==> src/rtl/fp_to_linear.sv <==
// fp_to_linear: sequential S/E/F floating-point code to 12-bit two's-complement decoder
module fp_to_linear (
    input  logic        clk,
    input  logic        rst,
    input  logic        in_valid,
    output logic        in_ready,
    input  logic        S,
    input  logic [2:0]  E,
    input  logic [3:0]  F,
    output logic        out_valid,
    input  logic        out_ready,
    output logic [11:0] D
);
    typedef enum logic [1:0] {IDLE, SHIFT, SIGN, DONE} state_t;
    state_t      state_q, state_d;
    logic        sgn_q, sgn_d;
    logic [10:0] mag_q, mag_d;
    logic [2:0]  cnt_q, cnt_d;
    logic [11:0] d_q, d_d;
    logic        out_valid_q, out_valid_d;
    assign in_ready  = state_q == IDLE;
    assign out_valid = out_valid_q;
    assign D         = d_q;
    // next state: latch code, shift one bit per cycle, apply sign, hold until taken
    always_comb begin
        state_d     = state_q;
        sgn_d       = sgn_q;
        mag_d       = mag_q;
        cnt_d       = cnt_q;
        d_d         = d_q;
        out_valid_d = out_valid_q;
        case (state_q)
            IDLE: if (in_valid) begin
                sgn_d   = S;
                mag_d   = {7'b0, F};
                cnt_d   = E;
                state_d = SHIFT;
            end
            SHIFT: if (cnt_q == 3'd0) begin
                state_d = SIGN;
            end else begin
                mag_d = mag_q << 1;
                cnt_d = cnt_q - 3'd1;
            end
            SIGN: begin
                d_d         = sgn_q ? (~{1'b0, mag_q} + 12'd1) : {1'b0, mag_q};
                out_valid_d = 1'b1;
                state_d     = DONE;
            end
            DONE: if (out_ready) begin
                out_valid_d = 1'b0;
                state_d     = IDLE;
            end
            default: state_d = IDLE;
        endcase
    end
    // state registers with synchronous reset that aborts any conversion
    always_ff @(posedge clk) begin
        if (rst) begin
            state_q     <= IDLE;
            sgn_q       <= 1'b0;
            mag_q       <= 11'd0;
            cnt_q       <= 3'd0;
            d_q         <= 12'd0;
            out_valid_q <= 1'b0;
        end else begin
            state_q     <= state_d;
            sgn_q       <= sgn_d;
            mag_q       <= mag_d;
            cnt_q       <= cnt_d;
            d_q         <= d_d;
            out_valid_q <= out_valid_d;
        end
    end
endmodule

==> config.mk <==
export PLATFORM = sky130hd
export DESIGN_NAME = fp_to_linear
export DESIGN_NICKNAME = d
export VERILOG_FILES = /design/src/rtl/fp_to_linear.sv
export SDC_FILE = /design/constraint.sdc
export NUM_CORES = 1
export LEC_CHECK = 0
export ABC_AREA = 1
export CORE_MARGIN = 2
export CORE_UTILIZATION = 45
export DETAILED_ROUTE_END_ITERATION = 16
export GPL_TIMING_DRIVEN = 0
export PLACE_DENSITY = 0.71
export SLEW_MARGIN = 20
export SYNTH_ARGS = -nofsm -noshare
export SYNTH_HDL_FRONTEND = slang
export SYNTH_SLANG_ARGS = --single-unit
==> constraint.sdc <==
create_clock -name clk -period 2.2 [get_ports clk]
set_clock_uncertainty 0.05 [all_clocks]
set_input_delay 0.44 -clock clk [delete_from_list [all_inputs] [get_ports clk]]
set_output_delay 0.44 -clock clk [all_outputs]
set_load 0.01 [all_outputs]
; Word-level counts from Yosys, hierarchy flattened
; Index checks and enable logic that the tools add are counted.
[word_totals]
out_inout_bits = 14
word_cells = 37
regBits = 30
[op_classes]
reduce_logical = 8
mux = 13
n_addsub = 2
eq_ne = 7
bitwise = 1
[ops]
columns = op, count
row1 = 11-bit two-way mux, 2
row2 = 11-bit one-hot mux with 2 select lines, 1
row3 = "12-bit by 1-bit adder with 12-bit output, second input constant", 1
row4 = 12-bit two-way mux, 1
row5 = 11-bit NOT with 12-bit output, 1
row6 = "2-bit != test, second input constant", 4
row7 = 2-bit one-hot mux with 4 select lines, 1
row8 = 2-bit two-way mux, 3
row9 = 3-bit two-way mux, 2
row10 = 3-bit one-hot mux with 2 select lines, 1
row11 = 3-bit AND reduction, 2
row12 = "2-bit equality test, second input constant", 2
row13 = 2-bit AND reduction, 2
row14 = 2-bit nonzero test, 2
row15 = 3-bit zero test, 1
row16 = "3-bit by 1-bit subtractor with 3-bit output, second input constant", 1
row17 = "2-bit by 1-bit equality test with 1-bit output, second input constant", 1
row18 = 2-bit zero test, 1
row19 = 1-bit one-hot mux with 2 select lines, 1
row20 = 1-bit two-way mux, 1

; Logic depth before layout (Yosys ltp)
; Gate-level depths: netlist (run 1).
[logic_depth]
word_depth = 3
mapped_depth = 10

; Worst setup path after synthesis (run 1)
; OpenSTA, ideal clock, no wires.
[synth_timing]
path_type = register to register
startpoint = register state_q[0]
endpoint = register state_q[1]
required_time_ns = 2.030
setup_ns = 0.120
synth_period_minus_slack_ns = 1.697
path_stages_with_launch = 9
arrival_time_ns = 1.528
slack_ns = 0.503
cell_sequence = dfxtp_1 -> inv_1 -> ha_1 -> inv_1 -> or2_1 -> buf_2 -> nand3_1 -> o21ai_0 -> a21oi_1
[synth_via]
elab_chain_cells = 3
elab_cells_between_ends = 9
classes_between = 6 x eq/ne / 1 x mux / 2 x reduce/logical
[synth_rtl]
columns = element, line
row1 = start: declaration, 15  ; state_t state_q, state_d;
row2 = start signal: assignment, 67  ; state_q <= state_d;
row3 = 2-bit zero test (*), --
row4 = via in_ready, 6  ; output logic in_ready,
row5 = 2-bit != test (no line), --
row6 = 3-bit AND reduction (no line), --
; Mark *: on every way through the listed nets, which the timed path passes. The rest lies on a longest branch.
; A chain may end at the register's enable or synchronous reset.

; Worst setup path after layout (run 1)
[layout_timing]
startpoint = register state_q[0]
endpoint = output in_ready
[layout_via]
elab_chain_cells = 1
[layout_rtl]
columns = element, line
row1 = 2-bit zero test, 21  ; assign in_ready = state_q == IDLE;
row2 = end: declaration, 6
; No other way between the ends.

==> impl_metrics.env, run 1 <==
export IMPL_status="finished clean"
export IMPL_grt_max_degree=11
export IMPL_seq_area_um2=601
export IMPL_p_leak_nw=0.812
export IMPL_peakVddDrop_v=0.000695
export IMPL_first_pass_iters=4
export IMPL_power_mw=2.49
export IMPL_ys_warn_count=0
export IMPL_ctsHoldBuffers=0
export IMPL_grt_overflow_total=0
export IMPL_die_h_um=63.2
export IMPL_clockRootBuffer="clkbuf_4"
export IMPL_fin_tns_setup_ps=0
export IMPL_grt_usage_pct=20.2
export IMPL_syn_area_per_cell_um2=7.20
export IMPL_slew_viol_final=0
export IMPL_io_buffers=24
export IMPL_antenna_found_initial=0
export IMPL_syn_inst=219
export IMPL_drc=0
export IMPL_grt_first_pass_wirelength_um=6410
export IMPL_grt_pass1_vias=1455
export IMPL_rsz0062_at_grt="no"
export IMPL_layout_common_cells="42 x nand2_1, 30 x dfxtp_1, 24 x inv_1, 24 x clkdlybuf4s50_1, 23 x nor2_1"
export IMPL_seq_area_frac_synth_pct=38.1
export IMPL_finalWirelength_um=3580
export IMPL_gp_congestion=0.797
export IMPL_core_area_um2=3360
export IMPL_dp_hpwl_um=2570
export IMPL_cap_violations=0
export IMPL_detail_route_antenna_nets=0
export IMPL_critPathLaunchType="flip-flop"
export IMPL_die_w_um=63.2
export IMPL_drive_above_1_share_pct=7.97
export IMPL_clkSinkCount=30
export IMPL_syn_nets=239
export IMPL_cts_buffer_depth=2
export IMPL_end_kind="output port"
export IMPL_critPathKind="flip-flop to output port"
export IMPL_final_area_um2=1950
export IMPL_whs_path_depth=2
export IMPL_routed_via_count=1517
export IMPL_hold_class="flip-flop to flip-flop"
export IMPL_placed_cell_area_um2=1870
export IMPL_nFillCells=354
export IMPL_synthDistinctLibCells=22
export IMPL_start_util_pct=46.9
export IMPL_multiInputGateArea_um2=826
export IMPL_cts_buffers=5
export IMPL_r2r_cells=8
export IMPL_ctsResizeCount=0
export IMPL_hold_slack_ps=422
export IMPL_worstPathArrival_ps=1540
export IMPL_nets=270
export IMPL_max_freq_mhz=491
export IMPL_cts_tree="done"
export IMPL_die_area_um2=3990
export IMPL_p_per_area_nw_per_um2=1280
export IMPL_wl_per_cell_um=12.1
export IMPL_vias_per_cell=5.11
export IMPL_clk_pin_slew_ps=90
export IMPL_clock_latency_ps=330
export IMPL_postCtsSetupRepairBufs=0
export IMPL_layout_commonest_cell="nand2_1"
export IMPL_synth_area_um2=1580
export IMPL_finalHoldViolations=0
export IMPL_period_minus_slack_ps=2030
export IMPL_htreeDepth=2
export IMPL_setup_viol=0
export IMPL_tightest_slew_ps=451
export IMPL_worstPathMaxFanout=4
export IMPL_pin_count=26
export IMPL_slew_headroom_pct=69.9
export IMPL_fin_crit_sh_pct=92.5
export IMPL_drtIter0Drc=56
export IMPL_area_delta_synth_final_pct=23.8
export IMPL_post_route_util_pct=58.0
export IMPL_required_ps=1710
export IMPL_rows=21
export IMPL_synth_seq_cells=30
export IMPL_n_antenna_cell=0
layer usage:
metal | global-route usage [%] | routed length (um) | vias to the layer above | share of wire [%]
met4 | 4.89 | 28 | 0 | 0.78
li1 | - | - | 790 | -
met5 | 0 | 0 | - | 0
met1 | 25.4 | 1720 | 694 | 48
met3 | 5.36 | 145 | 4 | 4.0
met2 | 34.3 | 1680 | 29 | 47
synth_stat cells:
cell       n  area, um2
dfxtp_1   30        601
nand3_1   12       60.1
ha_1       8        100
xor2_1     2       17.5
a21oi_2    5       43.8
o21ai_0   18       90.1
o211ai_1   2       15.0
inv_4      1       6.26
buf_6      2       22.5
or2_4      1       8.76
nand2_1   42        158
nor3_1     1       5.00
inv_1     24       90.1
nand2_8    1       20.0
nor2_1    23       86.3
o21ai_1    6       30.0
o21ai_4    1       16.3
nand4_1   11       68.8
clkbuf_1   7       26.3
a21oi_1   20        100
or2_1      1       6.26
buf_2      1       5.00
report_power, final:
part / total [mW] / internal, mW / switching [mW]
logic: 1.26 / 0.525 / 0.735
clock network: 0.437 / 0.235 / 0.201
registers: 0.796 / 0.700 / 0.0955
total: 2.49 / 1.46 / 1.03
layout make-up:
cell class | instances | share of cell area, %
plain buffers | 10 | 2.76
clock buffers | 5 | 1.92
clock inverters | 3 | 2.05
inverters | 25 | 4.94
multi-input cells | 154 | 42.3
flip-flops and latches | 30 | 30.8
well taps | 46 | 2.95
repair buffers | 24 | 12.3
critical path: stages, from the launching register on:
cell	delay, ps
dfxtp_1	350
inv_1	130
ha_1	200
clkdlybuf4s50_1	540
stage by stage:
step | worst slack (ps) | cells
finish | 165 | 297
global route | 105 | 297
CTS | 145 | 297
detailed placement | 236 | 289
global placement | 240 | 289
floorplan | 503 | 219
registers in the layout, summed over array words and instances (netlist names):
register and flops:
state_q 2, sgn_q 1, mag_q 11, D 12, out_valid 1, cnt_q 3
worst paths after layout:
kind              startpoint         end  slack, ps
setup / recovery  state_q[0]    in_ready        170
hold / removal      cnt_q[2]    cnt_q[2]        420
setup reg to reg  state_q[0]  state_q[1]        330
hold reg to reg     cnt_q[2]    cnt_q[2]        420
logic make-up (layout without fill, tap and decap cells):
group | Yosys count | count (layout) | share of synthesized area (%)
DFF | 30 | 30 | 38.1
and+or+nand+nor | 92 | 92 | 26.2
xor gates and xnor gates | 2 | 2 | 1.11
adders and majority gates | 8 | 8 | 6.35
AOI/OAI and AO/OA | 52 | 52 | 18.7
buffers and inverters | 35 | 67 | 9.52
(Power assumes the default switching activity.)
==> run 2: changes to the inputs <==
--- a/config.mk
+++ b/config.mk
@@ -6,11 +6,14 @@
 export NUM_CORES = 1
 export LEC_CHECK = 0
 export ABC_AREA = 1
+export CAP_MARGIN = 10
 export CORE_MARGIN = 2
 export CORE_UTILIZATION = 45
+export CTS_CLUSTER_SIZE = 12
 export DETAILED_ROUTE_END_ITERATION = 16
 export GPL_TIMING_DRIVEN = 0
 export PLACE_DENSITY = 0.71
+export SKIP_CTS_REPAIR_TIMING = 1
 export SLEW_MARGIN = 20
 export SYNTH_ARGS = -nofsm -noshare
 export SYNTH_HDL_FRONTEND = slang
==> results of run 2 <==
Same layout as run 1: the final DEF is identical, and so are final timing and power.
==> run 3: changes to the inputs <==
--- a/config.mk
+++ b/config.mk
@@ -12,6 +12,7 @@
 export CTS_CLUSTER_SIZE = 12
 export DETAILED_ROUTE_END_ITERATION = 16
 export GPL_TIMING_DRIVEN = 0
+export HOLD_SLACK_MARGIN = 0.15
 export PLACE_DENSITY = 0.71
 export SKIP_CTS_REPAIR_TIMING = 1
 export SLEW_MARGIN = 20
==> results of run 3 <==
Same layout as run 1: the final DEF is identical, and so are final timing and power.
